### src/rtl/mem_arbiter.sv
// Fetch/data arbiter and sequencer onto the single MemControl Valid/Ready port.
// One transaction is in flight at a time; every output comes straight from a register.
module mem_arbiter #(
    parameter int DWIDTH    = 32,
    parameter int AWIDTH    = 8,
    parameter int PRIO_DATA = 1,
    parameter int TIMEOUT   = 64
) (
    input  logic              clk,
    input  logic              reset,
    input  logic              f_req,
    input  logic [AWIDTH-1:0] f_addr,
    output logic              f_done,
    input  logic              d_req,
    input  logic              d_rw,
    input  logic [AWIDTH-1:0] d_addr,
    input  logic [DWIDTH-1:0] d_wdata,
    output logic              d_done,
    output logic [DWIDTH-1:0] rdata,
    output logic              err,
    output logic              timeout_seen,
    output logic [AWIDTH-1:0] mc_addr,
    output logic              mc_rw,
    output logic              mc_valid,
    output logic [DWIDTH-1:0] mc_wdata,
    input  logic [DWIDTH-1:0] mc_rdata,
    input  logic              mc_ready
);

    typedef enum logic [1:0] {
        S_IDLE,
        S_ISSUE,
        S_WAIT,
        S_DONE
    } state_t;

    localparam logic       OWN_F    = 1'b0;
    localparam logic       OWN_D    = 1'b1;
    localparam logic [7:0] CNT_LAST = 8'(TIMEOUT - 1);

    state_t              state_q, state_d;
    logic                owner_q, owner_d;
    logic                last_grant_q, last_grant_d;
    logic [7:0]          cnt_q, cnt_d;
    logic                f_done_q, f_done_d;
    logic                d_done_q, d_done_d;
    logic                err_q, err_d;
    logic                tseen_q, tseen_d;
    logic [AWIDTH-1:0]   mc_addr_q, mc_addr_d;
    logic                mc_rw_q, mc_rw_d;
    logic                mc_valid_q, mc_valid_d;
    logic [DWIDTH-1:0]   mc_wdata_q, mc_wdata_d;
    logic [DWIDTH-1:0]   rdata_q, rdata_d;
    logic                pick_data;

    // D wins when it is alone, when it has fixed priority, or when F was served last.
    assign pick_data = d_req && (!f_req || (PRIO_DATA != 0) || (last_grant_q == OWN_F));

    always_comb begin
        state_d      = state_q;
        owner_d      = owner_q;
        last_grant_d = last_grant_q;
        cnt_d        = cnt_q;
        f_done_d     = 1'b0;
        d_done_d     = 1'b0;
        err_d        = 1'b0;
        tseen_d      = tseen_q;
        mc_addr_d    = mc_addr_q;
        mc_rw_d      = mc_rw_q;
        mc_valid_d   = 1'b0;
        mc_wdata_d   = mc_wdata_q;
        rdata_d      = rdata_q;

        case (state_q)
            S_IDLE: begin
                if (f_req || d_req) begin
                    owner_d      = pick_data ? OWN_D : OWN_F;
                    last_grant_d = pick_data ? OWN_D : OWN_F;
                    mc_addr_d    = pick_data ? d_addr : f_addr;
                    mc_rw_d      = pick_data ? d_rw : 1'b1;
                    if (pick_data && !d_rw) begin
                        mc_wdata_d = d_wdata;
                    end
                    mc_valid_d   = 1'b1;
                    state_d      = S_ISSUE;
                end else begin
                    mc_rw_d = 1'b1;
                end
            end

            S_ISSUE: begin
                cnt_d   = '0;
                state_d = S_WAIT;
            end

            S_WAIT: begin
                // A Ready on the last permitted cycle still completes normally.
                if (mc_ready) begin
                    if (mc_rw_q) begin
                        rdata_d = mc_rdata;
                    end
                    f_done_d = (owner_q == OWN_F);
                    d_done_d = (owner_q == OWN_D);
                    state_d  = S_DONE;
                end else if (cnt_q == CNT_LAST) begin
                    f_done_d = (owner_q == OWN_F);
                    d_done_d = (owner_q == OWN_D);
                    err_d    = 1'b1;
                    tseen_d  = 1'b1;
                    state_d  = S_DONE;
                end else begin
                    cnt_d = cnt_q + 8'd1;
                end
            end

            S_DONE: begin
                mc_rw_d = 1'b1;
                state_d = S_IDLE;
            end

            default: begin
                state_d = S_IDLE;
            end
        endcase
    end

    always_ff @(posedge clk or negedge reset) begin
        if (!reset) begin
            state_q      <= S_IDLE;
            owner_q      <= OWN_F;
            last_grant_q <= OWN_D;
            cnt_q        <= '0;
            f_done_q     <= 1'b0;
            d_done_q     <= 1'b0;
            err_q        <= 1'b0;
            tseen_q      <= 1'b0;
            mc_addr_q    <= '0;
            mc_rw_q      <= 1'b1;
            mc_valid_q   <= 1'b0;
            mc_wdata_q   <= '0;
            rdata_q      <= '0;
        end else begin
            state_q      <= state_d;
            owner_q      <= owner_d;
            last_grant_q <= last_grant_d;
            cnt_q        <= cnt_d;
            f_done_q     <= f_done_d;
            d_done_q     <= d_done_d;
            err_q        <= err_d;
            tseen_q      <= tseen_d;
            mc_addr_q    <= mc_addr_d;
            mc_rw_q      <= mc_rw_d;
            mc_valid_q   <= mc_valid_d;
            mc_wdata_q   <= mc_wdata_d;
            rdata_q      <= rdata_d;
        end
    end

    assign f_done       = f_done_q;
    assign d_done       = d_done_q;
    assign err          = err_q;
    assign timeout_seen = tseen_q;
    assign rdata        = rdata_q;
    assign mc_addr      = mc_addr_q;
    assign mc_rw        = mc_rw_q;
    assign mc_valid     = mc_valid_q;
    assign mc_wdata     = mc_wdata_q;

endmodule
### config.mk
export PLATFORM = sky130hd
export DESIGN_NAME = mem_arbiter
export DESIGN_NICKNAME = d
export VERILOG_FILES = /design/src/rtl/mem_arbiter.sv
export SDC_FILE = /design/constraint.sdc
export NUM_CORES = 1
export LEC_CHECK = 0
export ABC_AREA = 1
export BUFFER_PORTS_ARGS = -buffer_cell sky130_fd_sc_hd__buf_2
export CORE_MARGIN = 10
export CORE_UTILIZATION = 51
export CTS_CLUSTER_DIAMETER = 200
export DETAILED_ROUTE_END_ITERATION = 10
export GPL_TIMING_DRIVEN = 0
export PLACE_DENSITY = 0.86
export SLEW_MARGIN = 15
export SYNTH_ARGS = -nofsm -noshare
export SYNTH_HDL_FRONTEND = slang
export SYNTH_SLANG_ARGS = --single-unit
### constraint.sdc
create_clock -name clk -period 4.06 [get_ports clk]
set_input_delay 0.203 -clock clk [delete_from_list [all_inputs] [get_ports clk]]
set_output_delay 0.203 -clock clk [all_outputs]
set_load 0.02 [all_outputs]
==> results.cfg, run 1 <==
[critical_path]
r2r-start = state_q[0]
crit_fanout = 10
crit_required_ps = 4280
r2r-end = mc_wdata[28]
reg2regPathDepth = 5
endpoint = mc_wdata[28]
crit_type = reg -> reg
r2r_setup_slack_ps = 2500
endpoint_kind = register
crit_start = state_q[0]
cp.arrival_ps = 1780
startpoint_type = register

[global_routing]
grt.overflow.total = 0
grt_max_degree = 54
grt_pass1_vias = 3034
grt_use_total_pct = 17.17
grt_pass1_wl_mm = 15.59
antenna_found_initial = 0

[clocking]
clk_latency_ps = 340
postCtsSetupBuffers = 0
h-tree-depth = 3
clockBufferDepth = 2
cts_tree = yes
root_buffer = clkbuf_8
cts.sinks = 89
numCtsBuffers = 9
clk_pin_slew_ps = 90

[outcome]
outcome = complete, no violations

[sta]
setup_viol = 0
rsz0062_at_grt = false
finalHoldViolCount = 0
finalSetupTns_ps = 0
relSlewSlack_pct = 68.49
period_minus_slack_ps = 1565
skew_ps = 8.537
slew_viol_final = 0
max_freq_mhz = 639.0
finalCritPeriodShare_pct = 38.54
tightest_slew_ps = 472.7

[finish]
finalNonFillerCells = 558
final_common_cell = buf_2
antennaDiodeCount = 0
final_cell_mix = buf_2, dfrtp_1, mux2_4
final_util_pct = 68.78
layout-drive-gt1-share_pct = 57.08
nets = 545
syn2layout_area_growth_pct = 31.71

[drt]
vias_per_cell = 4.892
firstDrtPassIters = 4
postRouteAntennaNets = 0
wl_per_cell_um = 17.50
routed-via-count = 2730
routed_wl_mm = 9.765
initialDrtViolationCount = 85
drc = 0

[run]
maxCapViolCount = 0

[power_and_ir_drop]
vdd_drop_max_mv = 0.3782
p_leak_nw = 2.702
powerDensity_nw_per_um2 = 810.9

[placement]
dp_hpwl_mm = 7.862
numPortBuffers = 163
place_congestion = 0.8231
placed_cells = 541

[yosys]
synth_edf_count = 0
synth-main-ff-cell = dfrtp_1
yosysTopAreaCellShare_pct = 58.14
synth_area_um2 = 3787
synth.distinct_cells = 27
synth.yosys.seq_area_share_pct = 58.84
synth_largest_area_cell = dfrtp_1
synth_fp_nets = 369
syn_inst = 278
ys.warnings.count = 0
synthArstFlopShare_pct = 100.0
ys_ff_latch = 89
synth_area_leaders = dfrtp_1, mux2_4, mux2_2, nand2_1, buf_6
syn_avg_cell_area_um2 = 13.62

[floorplanning]
core_um2 = 7253
start_util_pct = 52.22
die_area_um2 = 11270
die-width_um = 106.2
pin_count = 164
chipHeight_um = 106.2
num_rows = 31

[worst_hold_path]
min-delay-path-class = in -> reg
[Yosys cell counts, types with 3 or more instances]
library cell,n
a31oi_1,8
buf_6,7
dfrtp_1,88
ha_1,5
inv_1,13
mux2_2,24
mux2_4,40
nand2_1,39
nand3_1,12
nor2_1,14
o21ai_0,6
xor2_1,3
[stage by stage]
stage	hold slack, ps	power [mW]	setup WS, ps	instance area (um^2)
after floorplan	-92.59	2.748	2659	3787
after global routing	70.30	4.290	2380	4989
after detailed placement	193.7	3.428	2481	4757
final	88.97	4.045	2495	4989
after CTS	73.26	4.099	2471	4989
after global placement	408.0	3.328	2095	4727
[worst max-delay path: stages, from the launching register on]
cell     delay (ps)
dfrtp_1         380
inv_1            90
ha_1            260
nand2_2         190
buf_6           180
mux2_2          350
[cell families (layout without fill, tap and decap cells)]
| kind of cell | after synthesis | count (layout) | synth area share, % |
|---|---|---|---|
| simple gates | 77 | 77 | 9.415 |
| compound gates | 16 | 16 | 2.378 |
| buf+inv | 23 | 204 | 3.799 |
| flops | 89 | 89 | 58.84 |
| xor+xnor | 4 | 4 | 0.9252 |
| fa+ha+maj | 5 | 5 | 1.652 |
| mux | 64 | 64 | 22.99 |
[flip-flops by register name (all words and copies together) (netlist names)]
name / flops
mc_wdata: 32
rdata: 32
cnt_q: 8
mc_addr: 8
state_q: 2
d_done: 1
err: 1
f_done: 1
mc_rw: 1
mc_valid: 1
owner_q: 1
timeout_seen: 1
[what timing repair did]
action,CTS,global route
gates resized for setup,0,0
endpoints found under the hold margin,36,0
hold buffers,1,0
[worst min-delay path by stage]
stage	slack [ps]	endpoint	cells past startpoint	startpoint
3_3_place_gp	410	f_done	1	owner_q
2_1_floorplan	-90	cnt_q[0]	0	reset
5_1_grt	70	rdata[14]	2	mc_rdata[14]
4_1_cts	70	rdata[2]	2	mc_rdata[2]
3_5_place_dp	190	mc_wdata[29]	1	reset
6_report	90	mc_wdata[16]	2	d_wdata[16]
[final cells by class]
class / count / area [um^2]
plain buffers: 9 / 91.34
multi-input cells: 166 / 1415
clock buffers: 12 / 145.1
flip-flops and latches: 89 / 2228
inverters: 14 / 52.55
clock inverters: 4 / 76.32
fillers: 553 / 2265
repair buffers: 165 / 855.8
well taps: 99 / 123.9
[where the power goes]
group / switching [mW] / internal (mW) / total [mW] / leakage (nW)
Clock: 0.293 / 0.365 / 0.659 / 0.107
Combinational: 1.04 / 0.827 / 1.86 / 1.52
Sequential: 0.225 / 1.30 / 1.52 / 1.08
[metal layers]
layer,global-route usage (%),vias up,share of wire [%]
li1,-,1285,-
met5,0,-,0
met1,18.54,1323,37
met4,5.416,0,1.5
met2,30.87,109,53
met3,5.918,13,8.7
No activity file was read; power rests on OpenSTA's default activity.
==> run 2, diff against run 1 <==
--- a/config.mk
+++ b/config.mk
@@ -5,14 +5,14 @@
 export SDC_FILE = /design/constraint.sdc
 export NUM_CORES = 1
 export LEC_CHECK = 0
-export ABC_AREA = 1
+export ABC_AREA = 0
 export BUFFER_PORTS_ARGS = -buffer_cell sky130_fd_sc_hd__buf_2
 export CORE_MARGIN = 10
-export CORE_UTILIZATION = 51
+export CORE_UTILIZATION = 42
 export CTS_CLUSTER_DIAMETER = 200
 export DETAILED_ROUTE_END_ITERATION = 10
 export GPL_TIMING_DRIVEN = 0
-export PLACE_DENSITY = 0.86
+export PLACE_DENSITY = 0.77
 export SLEW_MARGIN = 15
 export SYNTH_ARGS = -nofsm -noshare
 export SYNTH_HDL_FRONTEND = slang
==> constraint.sdc (replaced) <==
create_clock -name clk -period 1.3 [get_ports clk]
set_input_delay 0.065 -clock clk [delete_from_list [all_inputs] [get_ports clk]]
set_output_delay 0.065 -clock clk [all_outputs]
set_load 0.02 [all_outputs]
==> run 2 against run 1 <==
Effect of this change:
- the run now ends with negative setup slack left
- combinational power increased to 3.6 times the previous value
- non-clock buffer count is 102 higher
- register-to-register slack lost 2800 ps
- clock-buffer cell count is 1 lower
- critical path type unchanged
- largest power group unchanged
- highest routed layer unchanged
==> results.cfg, run 2 <==
[clocking]
h-tree-depth = 3
clockBufferDepth = 2
clk_latency_ps = 340
root_buffer = clkbuf_8
numCtsBuffers = 9
cts_tree = yes
cts.sinks = 89
clk_pin_slew_ps = 90

[finish]
syn2layout_area_growth_pct = 69.41
multi_input_area_um2 = 1434
regArea_um2 = 2232
finalNonFillerCells = 638
nets = 619
nFillCells = 552
final_cell_mix = buf_2, dfrtp_1, dlygate4sd3_1
final_common_cell = buf_2
layout-drive-gt1-share_pct = 59.47
antennaDiodeCount = 0

[global_routing]
grt_use_total_pct = 17.85
grt.overflow.total = 0
grt_pass1_vias = 3556
grt_pass1_wl_mm = 18.46
grt_max_degree = 63
antenna_found_initial = 0

[yosys]
ys_ff_latch = 89
synth.distinct_cells = 39
synth_most_common_cell = dfrtp_1
synth-main-ff-cell = dfrtp_1
synth.yosys.seq_area_share_pct = 62.34
synth_area_um2 = 3575
syn_avg_cell_area_um2 = 14.36
ys.warnings.count = 0
netlist_top_cells_count = dfrtp_1, mux2_2, nand2_1
synth_largest_area_cell = dfrtp_1
synth_fp_nets = 340
synth_area_leaders = dfrtp_1, mux2_2, mux2i_1, ha_1, o21ai_0
syn_inst = 249
synthArstFlopShare_pct = 100.0
yosysTopAreaCellShare_pct = 61.60
synth_edf_count = 0

[sta]
max_freq_mhz = 605.1
setup_viol = 87
hold_ws_ps = 1.593
finalCritPeriodShare_pct = 127.1
tightest_slew_ps = 629.4
finalHoldViolCount = 0
rsz0062_at_grt = true
period_minus_slack_ps = 1653
slew_viol_final = 0
skew_ps = 9.425
layout_setup_ws_ps = -352.6
relSlewSlack_pct = 58.04

[critical_path]
r2r_setup_slack_ps = -350
reg2regPathDepth = 6
endpoint_kind = register
crit_chain = ha_4 > and2b_2 > buf_4 > buf_6 > and3_2 > a211o_1
startpoint_type = register
path_delay_family = flip-flops
crit_type = reg -> reg
cp.arrival_ps = 1890
r2r-start = state_q[1]
critical_path_buf_inv_count = 2
r2r-end = cnt_q[4]
crit_slowest_cell = dfrtp_2
crit_required_ps = 1540
crit_fanout = 4
max_stage_delay_ps = 450

[drt]
wl_per_cell_um = 18.82
drc = 0
vias_per_cell = 4.892
routed-via-count = 3121
initialDrtViolationCount = 127
routed_wl_mm = 12.01
firstDrtPassIters = 4
postRouteAntennaNets = 0

[worst_hold_path]
hold-path-endpoint = mc_addr[7]
whs_path_depth = 3
min-delay-path-class = in -> reg
hp-start = f_addr[7]

[floorplanning]
die-width_um = 112.3
die_area_um2 = 12600
pin_count = 164
chipHeight_um = 112.3
core_um2 = 8258
num_rows = 33
start_util_pct = 43.29

[placement]
numPortBuffers = 163
place_ws_ps = -476.9
place_congestion = 0.7731
dp_hpwl_mm = 7.550
placed_cells = 518

[outcome]
outcome = complete, but fails checks
violations = negative setup slack

[power_and_ir_drop]
vdd_drop_max_mv = 1.131
p_leak_nw = 3.020
fin_total_pwr_mw = 13.34
powerDensity_nw_per_um2 = 2203

[run]
maxCapViolCount = 0
-- run 2: changes by cell type after synthesis, moves of 3 or more --
cell	previous run	this run
mux2i_1	0	9
nand3_1	12	7
o21ai_0	6	11
nor2_1	14	3
buf_6	7	0
a31oi_1	8	0
mux2_2	24	64
mux2_4	40	0
inv_1	13	6
nand2_1	39	14
xor2_1	3	0
buf_1	0	3
-- run 2: logic make-up after synthesis --
group / after synthesis / share of synthesized area [%]
buf+inv: 14 / 1.575
compound gates: 23 / 4.795
mux: 74 / 23.00
fa+ha+maj: 5 / 1.750
simple gates: 44 / 6.546
flops: 89 / 62.34
-- run 2: through the flow --
step | TNS, ps | utilization (%) | area [um^2]
3_5_place_dp | -21850 | 56.26 | 4646
4_1_cts | -18700 | 69.68 | 5754
6_report | -19920 | 73.33 | 6056
2_1_floorplan | -9236 | - | 3669
5_1_grt | -24630 | 73.33 | 6056
3_3_place_gp | -68260 | 55.89 | 4616
-- run 2: tightest hold or removal path, stage by stage --
cell     delay [ps]
buf_2            80
mux2i_1          50
o21ai_1         110
-- run 2: how the worst max path moves through the flow --
stage	startpoint	end	slack, ps	cells past startpoint
2_1_floorplan	state_q[0]	cnt_q[2]	-290	6
3_3_place_gp	reset	mc_addr[2]	-570	1
3_5_place_dp	state_q[1]	mc_wdata[16]	-480	5
4_1_cts	cnt_q[0]	state_q[1]	-380	5
5_1_grt	state_q[1]	state_q[1]	-440	5
6_report	state_q[1]	cnt_q[4]	-350	6
-- run 2: cell type report --
type / count / area share (%)
Sequential cell: 89 / 36.86
Multi-Input combinational cell: 146 / 23.68
Timing Repair Buffer: 268 / 31.71
Clock buffer: 11 / 2.335
Tap cell: 105 / 2.169
Inverter: 6 / 0.4132
Clock inverter: 5 / 1.033
Buffer: 8 / 1.798
-- run 2: per-layer routing --
layer / vias to the layer above / GRT usage [%] / wire length (um)
met5: - / 0 / 0
met4: 0 / 4.822 / 117
met3: 10 / 6.070 / 950
met2: 131 / 31.71 / 6143
met1: 1540 / 19.89 / 4799
li1: 1440 / - / -
-- run 2: report_power, final --
group          leakage, nW  internal [mW]  total, mW  switching, mW
combinational         1.84           3.12       6.62           3.50
clock               0.0966          0.956       1.94          0.983
sequential            1.08           4.05       4.78          0.731
total                 3.02           8.13       13.3           5.21
-- run 2: timing repair --
action	CTS	global route
buffers inserted	17	12
hold buffers	69	0
gates resized for setup	19	31
pin swaps	6	10
endpoints found under the hold margin	95	0
gates cloned	1	5
endpoints found under the setup margin	84	87
==> run 3, diff against run 2 <==
--- a/config.mk
+++ b/config.mk
@@ -7,6 +7,7 @@
 export LEC_CHECK = 0
 export ABC_AREA = 0
 export BUFFER_PORTS_ARGS = -buffer_cell sky130_fd_sc_hd__buf_2
+export CAP_MARGIN = 10
 export CORE_MARGIN = 10
 export CORE_UTILIZATION = 42
 export CTS_CLUSTER_DIAMETER = 200
==> constraint.sdc (replaced) <==
create_clock -name clk -period 1.3 [get_ports clk]
set_input_delay 0.065 -clock clk [delete_from_list [all_inputs] [get_ports clk]]
set_output_delay 0.065 -clock clk [all_outputs]
set_load 0.1 [all_outputs]
==> run 3 against run 2 <==
Effect of this change:
- largest cell class unchanged
- clock-buffer cell count decreased by 1
- the run ends with negative hold slack, negative setup slack left
- cell area increased by 2.9%
- sequential cell count unchanged
==> results.cfg, run 3 (synthesized netlist as in run 2, its figures left out) <==
[sta]
finalHoldViolCount = 1
rsz0062_at_grt = true
period_minus_slack_ps = 1655
skew_ps = 14.92
finalCritPeriodShare_pct = 127.3
setup_viol = 85
relSlewSlack_pct = 56.01
tightest_slew_ps = 659.8
layout_setup_ws_ps = -355.0
max_freq_mhz = 604.2
finalSetupTns_ps = -23440
hold_ws_ps = -12.59
slew_viol_final = 0

[drt]
drc = 0
wl_met2_mm = 6.272
wl_met3_um = 826
wl_per_cell_um = 18.66
vias_per_cell = 4.854
routed-via-count = 3097
top_layer = met4
postRouteAntennaNets = 0
wl_met1_mm = 4.702
initialDrtViolationCount = 116
routed_wl_mm = 11.91
firstDrtPassIters = 4

[finish]
finalNonFillerCells = 638
antennaDiodeCount = 0
layout-drive-gt1-share_pct = 60.60
final_util_pct = 75.44
nets = 619
final_common_cell = buf_2
syn2layout_area_growth_pct = 74.27
final_cell_mix = buf_2, dfrtp_1, dlygate4sd3_1
nFillCells = 521

[worst_hold_path]
hp-start = f_addr[3]
whs_path_depth = 3
min-delay-path-class = in -> reg

[clocking]
cts.sinks = 89
clockBufferDepth = 2
h-tree-depth = 3
root_buffer = clkbuf_8
cts_tree = yes
clk_latency_ps = 350
clk_pin_slew_ps = 100
numCtsBuffers = 9

[global_routing]
grt.overflow.total = 0
grt_max_degree = 48
grt_pass1_wl_mm = 16.96
antenna_found_initial = 0
grt_use_total_pct = 16.31
grt_pass1_vias = 3264

[floorplanning]
start_util_pct = 43.29
chipHeight_um = 112.3
num_rows = 33
die-width_um = 112.3
pin_count = 164
die_area_um2 = 12600
core_um2 = 8258

[outcome]
outcome = complete, but fails checks
violations = negative hold slack, negative setup slack

[critical_path]
endpoint_kind = register
reg2regPathDepth = 5
startpoint_type = register
crit_required_ps = 1540
cp.arrival_ps = 1900
crit_fanout = 5
r2r-start = state_q[1]
crit_start = state_q[1]
crit_type = reg -> reg

[placement]
dp_hpwl_mm = 7.149
numPortBuffers = 163
placed_cells = 518
place_congestion = 0.7297

[run]
maxCapViolCount = 0
## run 3: worst max-delay path: stages, from the launching register on
cell and delay [ps]:
dfrtp_2 460, ha_4 180, and2b_2 240, o41a_1 170, a21oi_2 180, mux2_4 310
## run 3: what timing repair did
action / in CTS / in global routing
pin swaps: 13 / 16
endpoints found under the setup margin: 86 / 90
hold buffers: 73 / 0
resized for setup: 33 / 71
setup buffers: 16 / 10
hold endpoints to repair: 115 / 0
gates cloned: 1 / 6
## run 3: worst paths after layout
path	endpoint	slack [ps]
setup / recovery	state_q[1]	-360
hold / removal	mc_addr[3]	-10
setup reg to reg	state_q[1]	-360
hold reg to reg	f_done	490
max in group asynchronous	mc_wdata[5]	390
min in group asynchronous	mc_addr[3]	250
## run 3: cell type report
class                           count  area (um^2)  area share (%)
Clock buffer                       10        127.6           2.049
Clock inverter                      6        43.79          0.7030
Multi-Input combinational cell    146         1585           25.45
Inverter                            6        27.53          0.4419
Tap cell                          105        131.4           2.109
Timing Repair Buffer              268         1967           31.57
Sequential cell                    89         2233           35.85
Buffer                              8        113.9           1.828
## run 3: metal layers
metal  track usage [%]  up-vias
met3             5.751        8
met4             4.822        0
met1             18.15     1527
li1                  -     1448
met2             28.66      114
met5                 0        -
## run 3: metrics by stage
stage / cell area, um^2 / setup slack (ps)
final: 6230 / -355.0
after global routing: 6230 / -430.7
after CTS: 5793 / -357.1
after detailed placement: 4627 / -457.2
after global placement: 4604 / -596.9
after floorplan: 3657 / -271.7
Power of run 3 is left out: the tool's default activity adds up to more than one toggle a clock period on the data nets, which glitch-free logic cannot reach.
